===== config.mk =====
export PLATFORM = sky130hd
export DESIGN_NAME = counter_compare_pwm
export DESIGN_NICKNAME = d
export VERILOG_FILES = /design/src/rtl/counter_pkg.sv /design/src/rtl/count_event_detect.sv /design/src/rtl/counter_compare_pwm.sv
export SDC_FILE = /design/constraint.sdc
export NUM_CORES = 1
export LEC_CHECK = 0
export CORE_ASPECT_RATIO = 0.7
export CORE_MARGIN = 10
export CORE_UTILIZATION = 39
export DETAILED_ROUTE_END_ITERATION = 10
export PLACE_DENSITY_LB_ADDON = 0.08
export SLEW_MARGIN = 30
export SYNTH_ARGS = -nofsm -noshare
export SYNTH_HDL_FRONTEND = slang
export SYNTH_SLANG_ARGS = --single-unit

===== constraint.sdc =====
create_clock -name clk -period 1.94 [get_ports clk]
set_input_delay 0.485 -clock clk [delete_from_list [all_inputs] [get_ports clk]]
set_output_delay 0.485 -clock clk [all_outputs]
set_load 0.005 [all_outputs]

===== src/rtl/counter_pkg.sv =====
// Shared constants for the counter / compare / PWM timer slice.
//   WIDTH : default counter width (must match the upstream up-counter)
//   MAX   : terminal count, all ones
//   ZERO  : all-zero count value
package counter_pkg;
    localparam int WIDTH = 8;
    localparam logic [WIDTH-1:0] MAX  = {WIDTH{1'b1}};
    localparam logic [WIDTH-1:0] ZERO = '0;
endpackage


===== src/rtl/count_event_detect.sv =====
// Raw event detector for the free-running up-counter.
// Remembers the previous count and flags a compare match or a MAX->0 wrap.
// Strobes are combinational; the parent registers them.
//   clk, reset : clock and synchronous active-high reset
//   count      : current upstream count
//   cmp_value  : compare value in use
//   match_evt  : count reached cmp_value on a new count value
//   wrap_evt   : count went from MAX to 0
module count_event_detect #(
    parameter int WIDTH = counter_pkg::WIDTH
) (
    input  logic             clk,
    input  logic             reset,
    input  logic [WIDTH-1:0] count,
    input  logic [WIDTH-1:0] cmp_value,
    output logic             match_evt,
    output logic             wrap_evt
);
    import counter_pkg::*;

    localparam logic [WIDTH-1:0] CNT_MAX  = {WIDTH{1'b1}};
    localparam logic [WIDTH-1:0] CNT_ZERO = '0;

    logic [WIDTH-1:0] count_q_reg;
    logic             prev_valid_reg;

    always_ff @(posedge clk) begin
        if (reset) begin
            count_q_reg    <= CNT_ZERO;
            prev_valid_reg <= 1'b0;
        end else begin
            count_q_reg    <= count;
            prev_valid_reg <= 1'b1;
        end
    end

    // A match needs the count to have moved, so a stalled counter sitting on
    // the compare value produces only one event.
    assign match_evt = prev_valid_reg && (count == cmp_value) && (count != count_q_reg);
    assign wrap_evt  = prev_valid_reg && (count_q_reg == CNT_MAX) && (count == CNT_ZERO);
endmodule


===== src/rtl/counter_compare_pwm.sv =====
// Compare/PWM stage fed by the free-running up-counter.
// Double-buffered compare register, registered PWM, one-cycle match and wrap
// pulses, sticky flags with acknowledge, and a combined irq.
//   clk, reset  : clock and synchronous active-high reset
//   count       : upstream counter value
//   pwm_en      : 1 = run; 0 = idle (pwm low, compare writes go straight to active)
//   wr_en       : one-cycle compare write strobe, data on wr_data
//   irq_ack     : clears both sticky flags (a same-cycle event wins)
//   pwm         : registered PWM, high while count < cmp_active
//   match_pulse : one-cycle pulse per match event
//   wrap_pulse  : one-cycle pulse per MAX->0 wrap
//   match_flag  : sticky match flag
//   wrap_flag   : sticky wrap flag
//   irq         : match_flag | wrap_flag
//   cmp_active  : compare value in use
//   cmp_pending : shadow holds a value waiting for the next wrap
module counter_compare_pwm #(
    parameter int WIDTH = counter_pkg::WIDTH
) (
    input  logic             clk,
    input  logic             reset,
    input  logic [WIDTH-1:0] count,
    input  logic             pwm_en,
    input  logic             wr_en,
    input  logic [WIDTH-1:0] wr_data,
    input  logic             irq_ack,
    output logic             pwm,
    output logic             match_pulse,
    output logic             wrap_pulse,
    output logic             match_flag,
    output logic             wrap_flag,
    output logic             irq,
    output logic [WIDTH-1:0] cmp_active,
    output logic             cmp_pending
);
    import counter_pkg::*;

    logic             match_evt;
    logic             wrap_evt;
    logic [WIDTH-1:0] cmp_shadow_reg;
    logic [WIDTH-1:0] cmp_active_reg;
    logic             cmp_pending_reg;
    logic             pwm_reg;
    logic             match_pulse_reg;
    logic             wrap_pulse_reg;
    logic             match_flag_reg;
    logic             wrap_flag_reg;

    count_event_detect #(.WIDTH(WIDTH)) u_detect (
        .clk       (clk),
        .reset     (reset),
        .count     (count),
        .cmp_value (cmp_active_reg),
        .match_evt (match_evt),
        .wrap_evt  (wrap_evt)
    );

    // Compare double buffer. When idle a write lands in both registers so the
    // new value takes effect immediately. When running the write is parked in
    // the shadow and moved to active on the wrap; a write in the wrap cycle
    // itself transfers the old shadow and leaves the new value pending.
    always_ff @(posedge clk) begin
        if (reset) begin
            cmp_shadow_reg  <= '0;
            cmp_active_reg  <= '0;
            cmp_pending_reg <= 1'b0;
        end else if (!pwm_en && wr_en) begin
            cmp_shadow_reg  <= wr_data;
            cmp_active_reg  <= wr_data;
            cmp_pending_reg <= 1'b0;
        end else begin
            if (wrap_evt) begin
                cmp_active_reg  <= cmp_shadow_reg;
                cmp_pending_reg <= 1'b0;
            end
            if (pwm_en && wr_en) begin
                cmp_shadow_reg  <= wr_data;
                cmp_pending_reg <= 1'b1;
            end
        end
    end

    // PWM, pulses and flags. A flag set in the same cycle as irq_ack wins.
    always_ff @(posedge clk) begin
        if (reset) begin
            pwm_reg         <= 1'b0;
            match_pulse_reg <= 1'b0;
            wrap_pulse_reg  <= 1'b0;
            match_flag_reg  <= 1'b0;
            wrap_flag_reg   <= 1'b0;
        end else begin
            pwm_reg         <= pwm_en && (count < cmp_active_reg);
            match_pulse_reg <= match_evt;
            wrap_pulse_reg  <= wrap_evt;
            match_flag_reg  <= match_evt || (match_flag_reg && !irq_ack);
            wrap_flag_reg   <= wrap_evt  || (wrap_flag_reg  && !irq_ack);
        end
    end

    assign pwm         = pwm_reg;
    assign match_pulse = match_pulse_reg;
    assign wrap_pulse  = wrap_pulse_reg;
    assign match_flag  = match_flag_reg;
    assign wrap_flag   = wrap_flag_reg;
    assign irq         = match_flag_reg | wrap_flag_reg;
    assign cmp_active  = cmp_active_reg;
    assign cmp_pending = cmp_pending_reg;
endmodule


==> impl_results.md <==
- Worst Hold Path Cells: 2
- First-pass GRT wire length: 6.292 mm
- Maximum fanout count along the critical path: 7
- Buffers added on ports: 35
- Data required time of the worst path: 2.10 ns
- Final worst path period share: 96.93%
- First-pass DRT Iterations: 4
- HPWL after detailed placement: 2.984 mm
- Synthesized Nets: 182
- DRT iter0 DRCs: 64
- Element type at the critical path start: primary input
- Placer's final routability congestion estimate: 0.8400
- Fraction of layout instances using a drive strength above 1: 15.79%
- Number of clock sinks: 31
- ANT nets after route: 0
- Post-route core utilization: 57.73%
- Number of failing setup endpoints in the final timing report: 0
- Wire length per cell: 14.52 um
- Prevailing post-synth register cell: dfxtp_1
- Count leader, synth: dfxtp_1
- Hold Path Sink: wrap_flag$_SDFF_PP0_
- CTS tree: done
- R2R Path End: cmp_active[4]$_SDFFE_PP0P_
- Classification of the worst setup path: primary input to flop
- Overflow left after global routing: 0
- Die H: 70.49 um
- Maximum capacitance violations: 0
- I/O pin total: 36
- Area taken by multi-input logic gates: 737.0 um2
- Cell area power density: 697.1 mW/mm2
- F_max: 0.5318 GHz
- Type of destination of the critical path: flop
- Setup repair after global routing missed its margin: false
- Most area-hungry cell type in the Yosys netlist: dfxtp_1
- Count of fill cells added during filler insertion: 345
- Area share of the leading cell type in the synthesized netlist: 43.70%
- Transition time at the pin with the least slew margin: 0.4441 ns
- DP Cell Count: 250
- Clock latency at the later pin of the worst-skew pair: 0.28 ns
- Maximum number of pins on one net before global-route repair: 21
- Area inside the core boundary: 0.003513 mm2
- YS warnings: 0
- Number of enable flip-flop cells after synthesis: 0
- Placement-stage worst setup slack: -0.3340 ns
- Final Cell Area: 0.002028 mm2
- Distinct cell type count of the synthesized netlist: 27
- Vias in the first global route: 1330
- Share of the yosys chip area belonging to registers: 43.70%
- Hold slack final: 0.4628 ns
- Most common library cells after synthesis: dfxtp_1 (31), a21oi_1 (26), nor2_1 (13), inv_1 (10)
- Hold Vio Cnt, Final: 0
- Aggregate global-route resource usage: 12.11%
- Inserted Diodes: 0
- Per-cell via count in the routed design: 4.857
- # H-tree levels: 2
- Hold Path Class: flop to flop
- Leakage power total: 0.8375 nW
- Number of nets at the end of the flow: 237
- Async SR Flop Fraction: 0%
- Root buffer cell: clkbuf_8
- Tightest slew margin relative to the limit: 70.12%
- Final-report max-slew violation count: 0
- Sequential cell area: 620.6 um2
- Clock slew seen by the registers of the worst setup and hold paths: 0.06 ns
- Initial Utilization: 40.42%
- Bufs on Longest Clock Path: 2
- Average size of a mapped cell: 9.282 um2
- Overall power of the completed layout: 1.414 mW
- Worst Path Arrival: 2.04 ns
- Top post-synthesis cells by area: dfxtp_1 (44%), a21oi_1 (9.2%), ha_1 (7.0%)
- Outcome: finished, final reports clean
- Antenna violations before repair: 0
- Die ar.: 0.006493 mm2
- Post-synth design cell area: 0.001420 mm2
- Placed cell area: 0.001938 mm2
- Count of mapped cells out of synthesis: 153
- X dimension of the die: 92.13 um
- Final setup margin: 0.05950 ns
- Wire length after detailed routing: 3.761 mm
- Time the final worst path needs with I/O delays and setup: 1.881 ns
- Final clock skew: 0.004667 ns
- Layout overhead on the synthesized area: 42.82%
- Final standard cell count with taps included and fillers excluded: 259
- Peak VDD IR: 0.0004834 V
- Worst R2R Setup Slack: 0.23 ns
- Clock buffers created by TritonCTS: 5
- Setup TNS: 0 ns
- Flop and latch count out of synthesis: 31
- Start of the worst register-to-register path: u_detect.prev_valid_reg$_DFF_P_
- Cell row count: 18
- Number of design rule violations left after detail routing: 0
- Start point of the worst hold path: wrap_flag$_SDFF_PP0_
- Count of vias placed by the detailed router: 1258
- Worst Reg2Reg Path Length in Cells: 6
[power breakdown]
group	internal, mW	switching, mW	leakage (nW)
Clock	0.251	0.230	0.0422
Sequential	0.670	0.0202	0.256
Combinational	0.135	0.107	0.539
[metal layers]
metal	vias to the layer above	GRT usage, %	share of wire [%]
li1	641	-	-
met2	33	18.59	47
met1	579	14.23	44
met4	0	4.608	0.82
met3	5	5.763	8.3
met5	-	0	0
[critical path, stage by stage]
cell           delay [ns]
dlygate4sd2_1        0.25
or4b_4               0.57
nor4_4               0.25
buf_4                0.19
a21oi_1              0.06
a21oi_1              0.14
a21oi_1              0.09
[cells by family after synthesis]
| family | Yosys count | synth area share, % |
|---|---|---|
| compound gates | 38 | 14.10 |
| xor+xnor | 8 | 4.934 |
| fa+ha+maj | 8 | 7.049 |
| buf+inv | 16 | 4.758 |
| flops | 31 | 43.70 |
| mux | 9 | 6.344 |
| simple gates | 43 | 19.12 |
[cell usage in the layout (no fill, tap or decap), types with 2 or more instances in the layout]
cell,n
nand4_1,5
o21ai_0,9
clkbuf_8,5
mux2i_1,9
nand2_1,4
dfxtp_1,31
xnor2_1,8
ha_1,8
buf_4,19
clkdlybuf4s50_1,32
a21oi_1,26
nor2_1,13
clkbuf_1,2
nand2b_1,3
dlygate4sd2_1,3
nor2b_1,8
inv_1,10
[how the worst max path moves through the flow]
stage / from / depth (start not counted) / end
2_1_floorplan: count[1] / 6 / cmp_active[0]$_SDFFE_PP0P_
3_5_place_dp: count[1] / 7 / cmp_active[4]$_SDFFE_PP0P_
4_1_cts: count[2] / 7 / cmp_active[4]$_SDFFE_PP0P_
3_3_place_gp: count[1] / 7 / cmp_active[5]$_SDFFE_PP0P_
5_1_grt: count[6] / 5 / match_flag$_SDFF_PP0_
6_report: count[2] / 7 / cmp_active[4]$_SDFFE_PP0P_
[what timing repair did]
action / 4_1_cts / 5_1_grt
setup buffers: 1 / 0
endpoints found under the setup margin: 4 / 0
gates resized for setup: 4 / 0
hold buffers: 0 / 0
hold endpoints to repair: 0 / 0
[area by class of cell]
cell class                 count  share of cell area [%]
sequential                    31                   30.60
timing repair buffer          54                   24.12
tap                           50                   3.085
multi-input combinational    106                   36.34
inverter                      10                   1.851
clock buffer                   7                   3.763
clock inverter                 1                  0.2468
No activity file was read; power rests on OpenSTA's default activity.
